==> src/rtl/branch_predictor_btb.sv <==
// Dynamic branch predictor: tagged direct-mapped BTB plus a PHT of saturating counters,
// indexed bimodally (MODE=0) or by gshare (MODE=1) with a non-speculative global history.
module branch_predictor_btb #(
    parameter int ADDR_W    = 32,
    parameter int BTB_IDX   = 4,
    parameter int PHT_IDX   = 6,
    parameter int CTR_BITS  = 2,
    parameter int HIST_BITS = 6,
    parameter int MODE      = 0
) (
    input  logic                clock,
    input  logic                reset,
    input  logic [ADDR_W-1:0]   if_pc,
    output logic                pred_taken,
    output logic [ADDR_W-1:0]   pred_target,
    output logic                pred_hit,
    output logic [PHT_IDX-1:0]  pred_idx,
    input  logic                upd_valid,
    input  logic [ADDR_W-1:0]   upd_pc,
    input  logic [PHT_IDX-1:0]  upd_idx,
    input  logic                upd_taken,
    input  logic [ADDR_W-1:0]   upd_target,
    input  logic                upd_pred_taken,
    input  logic [ADDR_W-1:0]   upd_pred_target,
    output logic                mispredict,
    output logic [ADDR_W-1:0]   correct_pc,
    output logic [31:0]         stat_branches,
    output logic [31:0]         stat_mispredicts
);

    localparam int BTB_N = 1 << BTB_IDX;
    localparam int PHT_N = 1 << PHT_IDX;
    localparam int TAG_W = ADDR_W - BTB_IDX - 2;
    localparam logic [CTR_BITS-1:0] CTR_INIT = CTR_BITS'((1 << (CTR_BITS - 1)) - 1);

    logic                r_btb_valid [BTB_N];
    logic [TAG_W-1:0]    r_btb_tag   [BTB_N];
    logic [ADDR_W-1:0]   r_btb_tgt   [BTB_N];
    logic [CTR_BITS-1:0] r_pht       [PHT_N];
    logic [HIST_BITS-1:0] r_ghr;
    logic [31:0]         r_stat_br;
    logic [31:0]         r_stat_mp;

    logic [BTB_IDX-1:0]  w_lk_bidx;
    logic [TAG_W-1:0]    w_lk_tag;
    logic [PHT_IDX-1:0]  w_lk_pidx;
    logic                w_lk_hit;
    logic [BTB_IDX-1:0]  w_upd_bidx;
    logic [TAG_W-1:0]    w_upd_tag;
    logic [CTR_BITS-1:0] w_ctr;
    logic [CTR_BITS-1:0] w_ctr_next;
    logic                w_mp;
    logic                w_unused;

    assign w_unused   = ^if_pc[1:0];
    assign w_lk_bidx  = if_pc[BTB_IDX+1:2];
    assign w_lk_tag   = if_pc[ADDR_W-1:BTB_IDX+2];
    assign w_upd_bidx = upd_pc[BTB_IDX+1:2];
    assign w_upd_tag  = upd_pc[ADDR_W-1:BTB_IDX+2];

    always_comb begin
        w_lk_pidx = if_pc[PHT_IDX+1:2];
        if (MODE == 1)
            w_lk_pidx = if_pc[PHT_IDX+1:2] ^ PHT_IDX'(r_ghr);
    end

    assign w_lk_hit    = r_btb_valid[w_lk_bidx] && (r_btb_tag[w_lk_bidx] == w_lk_tag);
    assign pred_hit    = !reset && w_lk_hit;
    assign pred_taken  = !reset && w_lk_hit && r_pht[w_lk_pidx][CTR_BITS-1];
    assign pred_target = (!reset && w_lk_hit) ? r_btb_tgt[w_lk_bidx] : '0;
    assign pred_idx    = reset ? '0 : w_lk_pidx;

    // A taken branch that hit the predicted direction can still redirect on a wrong target.
    assign w_mp = (upd_taken != upd_pred_taken)
                | (upd_taken & upd_pred_taken & (upd_target != upd_pred_target));
    assign mispredict = upd_valid & w_mp;
    assign correct_pc = !upd_valid ? '0
                      : (upd_taken ? upd_target : upd_pc + ADDR_W'(4));

    assign w_ctr = r_pht[upd_idx];
    always_comb begin
        w_ctr_next = w_ctr;
        if (upd_taken && (w_ctr != '1))
            w_ctr_next = w_ctr + CTR_BITS'(1);
        else if (!upd_taken && (w_ctr != '0))
            w_ctr_next = w_ctr - CTR_BITS'(1);
    end

    always_ff @(posedge clock) begin
        if (reset) begin
            for (int unsigned i = 0; i < BTB_N; i++) begin
                r_btb_valid[i] <= 1'b0;
                r_btb_tag[i]   <= '0;
                r_btb_tgt[i]   <= '0;
            end
            for (int unsigned i = 0; i < PHT_N; i++)
                r_pht[i] <= CTR_INIT;
            r_ghr     <= '0;
            r_stat_br <= '0;
            r_stat_mp <= '0;
        end else if (upd_valid) begin
            r_pht[upd_idx] <= w_ctr_next;
            if (upd_taken) begin
                r_btb_valid[w_upd_bidx] <= 1'b1;
                r_btb_tag[w_upd_bidx]   <= w_upd_tag;
                r_btb_tgt[w_upd_bidx]   <= upd_target;
            end
            if (MODE == 1)
                r_ghr <= (r_ghr << 1) | HIST_BITS'(upd_taken);
            if (r_stat_br != '1)
                r_stat_br <= r_stat_br + 32'd1;
            if (w_mp && (r_stat_mp != '1))
                r_stat_mp <= r_stat_mp + 32'd1;
        end
    end

    assign stat_branches    = r_stat_br;
    assign stat_mispredicts = r_stat_mp;

endmodule

==> config.mk <==
export PLATFORM = sky130hd
export DESIGN_NAME = branch_predictor_btb
export DESIGN_NICKNAME = d
export VERILOG_FILES = /design/src/rtl/branch_predictor_btb.sv
export SDC_FILE = /design/constraint.sdc
export NUM_CORES = 2
export LEC_CHECK = 0
export CORE_MARGIN = 4
export CORE_UTILIZATION = 40
export CTS_CLUSTER_SIZE = 14
export DETAILED_ROUTE_END_ITERATION = 10
export PLACE_DENSITY = 0.58
export SLEW_MARGIN = 15
export SYNTH_ARGS = -nofsm -noshare
export SYNTH_HDL_FRONTEND = slang
export SYNTH_SLANG_ARGS = --single-unit
==> constraint.sdc <==
create_clock -name clock -period 6.05 [get_ports clock]
set_input_delay 1.21 -clock clock [delete_from_list [all_inputs] [get_ports clock]]
set_output_delay 1.21 -clock clock [all_outputs]
set_load 0.02 [all_outputs]
==> metrics.txt <==
status=complete, no violations; VDD IR-drop max=approximately 0.23 mV; Tot Pwr=~18000 µW; clk_lat worst skew=~0.73 ns; r2r setup slk=between 2 and 2.5 ns; Final ANT Viol Nets=0; Gate power share=0.105; H-tree depth=3; Clk pin slew, worst setup/hold paths=about 0.06 ns; DR WL/cell=29.1 µm; CP Capture Type=primary output; First-pass DRT Iterations=5; Setup Fix Bufs, Post-CTS=0; Post-synth EDFFs=around 1100; CP top delay family=buffers and inverters; Core ar.=~140000 µm²; worst hold path endpoint=r_btb_valid[15]; Psw=4440 µW; die area=between 100000 and 150000 µm²; synth unique cells=63; Total Wirelength=174000 µm; worst hold path cell count=1; Fillers=between 10000 and 15000; CP max stage delay=approximately 0.60 ns; Post-synth ARST share=0; row cnt=135; power share of the clock group=0.395; CP bufs+invs=5; pin count of the biggest net entering global routing=182; final slew viol count=0; Int Pwr=~14000 µW; reg2reg start=r_pht[10][1]; Mapped Cells=around 3900; CTS Hold Buffers Added=0; Die X=roughly 380 µm; initial antenna violation count=23; final RePlAce weighted congestion=0.811; crit path kind=in -> out; first-pass GRT wire length=251000 µm; PD cells=between 200 and 300 nW/µm²; CP arrival=4.80 ns; vias in the first global route=around 35000; nets@finish=between 4000 and 5000; Tmin final=between 6 and 7 ns; endpoints failing setup=0; cell area after synthesis=approximately 55000 µm²; CP max-delay cell=clkdlybuf4s50_1; fmax=166 MHz; CTS tree=yes; height of the die=about 380 µm; Flop pwr share=0.500; share of cells above drive strength 1=0.179; Most used DFF post-synth=edfxtp_1; total negative slack=0 ns; RSZ-0062 raised after global routing=true; Hold Startpoint=r_btb_valid[15]; post-cts resize count=6; TritonCTS Sinks=between 1000 and 1500; vias per cell=~5.9; Syn Area/Cell=13.9 µm²; Clk Tree Root Cell=clkbuf_16; routed vias=roughly 35000; initial core utilization=0.403; Worst Path Max Fanout=34; post-detail-place hpwl=just over 100000 µm; I/O Pins=276; Seq/Total Area, Yosys=0.610; Synth Register Bits=around 1100; CTS Buf Count=120; Switching Share=0.246; Yosys Warn Count=0; Max Root-Sink Buffers=3; DRT iter0 DRCs=approximately 4100; Net Count, Synth=4086; max-cap violations=0; Worst-Margin Slew=approximately 1.2 ns; most common cell after layout, fill and taps aside=edfxtp_1; P_leak=between 0.02 and 0.025 µW; gr usage total=0.241; most frequent cells in the layout=edfxtp_1, and3_1, mux4_2; dpl cells=about 5700; final-report hold violation count=0; total grt overflow=0; # DRC=0; worst reg2reg path depth=11; fin crit share=0.994; post-route insts no fill=about 6000; Clock Skews=between 0.01 and 0.015 ns; Rel. slew slack=0.161; area grow syn2layout=16.4%; CP Launch Type=input port; crit path cell chain=buf_8, buf_12, buf_4, mux4_2, mux4_2, xor2_1, a21oi_1, nand4_1, a2111oi_4, buf_12, and3_1, clkdlybuf4s50_1; I/O Buffers=~270; HP Class=reg -> reg; worst endpoint required time=about 4.8 ns; RR Endpoint=r_pht[0][1]
power by group through the flow:
| stage | Combinational (µW) | Sequential [µW] | Clock, µW |
|---|---|---|---|
| finish | 1890 | 9040 | 7130 |
| global route | 1990 | 9060 | 7580 |
| CTS | 1900 | 9040 | 7230 |
| detailed placement | 1890 | 9200 | 0 |
| global placement | 1890 | 9190 | 0 |
| floorplan | 1060 | 9170 | 0 |
Yosys cell counts (6+ instances only):
cell type	number	area (µm²)
a21o_1	17	128
o22ai_1	10	62.6
mux2i_1	72	721
nor3_1	78	390
nand4_1	38	238
ha_1	9	113
buf_4	6	45.0
nand2_1	149	559
mux2_2	15	169
nor2b_1	15	93.8
mux4_2	298	6710
and4_1	7	61.3
a21oi_1	24	120
buf_1	28	105
nor2_1	119	447
a221oi_1	7	61.3
dfxtp_1	80	1600
buf_6	11	124
nand2b_1	14	87.6
inv_1	16	60.1
nor4_1	18	113
or3_1	11	68.8
clkbuf_1	370	1390
buf_2	41	205
or2_2	15	93.8
nand3_1	75	375
o21ai_0	98	490
xor2_1	102	893
xnor2_1	44	385
and3_1	745	4660
edfxtp_1	1056	31700
and2_1	283	1770
worst register-to-register path, delay by kind of cell, from the launching register on:
| family | cells | cell delay [ns] |
|---|---|---|
| buf+inv | 1 | 0.23 |
| compound gates | 3 | 0.83 |
| mux | 2 | 0.71 |
| fa+ha+maj | 1 | 0.32 |
| simple gates | 4 | 1.19 |
| flops | 1 | 0.42 |
per-layer routing:
metal,track usage,part of all wire
met1,0.336,0.42
met2,0.377,0.46
met3,0.0619,0.091
met4,0.0661,0.028
met5,0,0.00080
stage by stage:
stage	cell area, µm²	setup WS [ns]	hold slack [ns]	util
after global routing	63600	-0.105	0.479	0.469
after global placement	59800	-0.123	0.432	0.441
after detailed placement	59800	-0.0798	0.441	0.441
after CTS	63600	0.000942	0.456	0.469
final	63600	0.0364	0.454	0.469
after floorplan	54600	-0.521	0.425	-
layout make-up:
| class | count | area (µm²) | share of cell area |
|---|---|---|---|
| Sequential cell | 1136 | 33300 | 0.524 |
| Multi-Input combinational cell | 2328 | 19600 | 0.308 |
| Tap cell | 1781 | 2230 | 0.0350 |
| Clock buffer | 144 | 3090 | 0.0486 |
| Inverter | 18 | 72.6 | 0.00114 |
| Antenna cell | 4 | 10.0 | 0.000157 |
| Timing Repair Buffer | 486 | 4670 | 0.0735 |
| Clock inverter | 74 | 629 | 0.00990 |
how the worst max path moves through the flow:
| stage | startpoint | end | slack [ns] | cells past startpoint |
|---|---|---|---|---|
| 6_report | if_pc[2] | pred_target[9] | 0.04 | 12 |
| 5_1_grt | if_pc[2] | pred_target[4] | -0.10 | 13 |
| 4_1_cts | if_pc[2] | pred_target[15] | 0.0009 | 12 |
| 3_5_place_dp | if_pc[2] | pred_target[31] | -0.08 | 13 |
| 3_3_place_gp | if_pc[2] | pred_target[31] | -0.12 | 13 |
| 2_1_floorplan | reset | r_btb_tag[12][0] | -0.52 | 4 |
flip-flops by register name (all words and copies together), names as in the netlist:
register          cells
r_btb_tag           416
r_btb_tgt           512
r_btb_valid          16
r_pht               128
stat_branches        32
stat_mispredicts     32
kinds of logic (layout without fill, tap and decap cells):
group / after synthesis / in the layout / share of synthesized area
AND/OR/NAND/NOR: 1583 / 1583 / 0.166
flip-flops: 1136 / 1136 / 0.610
buffers and inverters: 474 / 722 / 0.0354
multiplexers: 387 / 387 / 0.140
AO/OA/AOI/OAI: 203 / 203 / 0.0231
XOR/XNOR: 146 / 146 / 0.0234
adder cells (fa/ha/maj): 9 / 9 / 0.00206
other: 0 / 4 / 0
(Power assumes the default switching activity.)
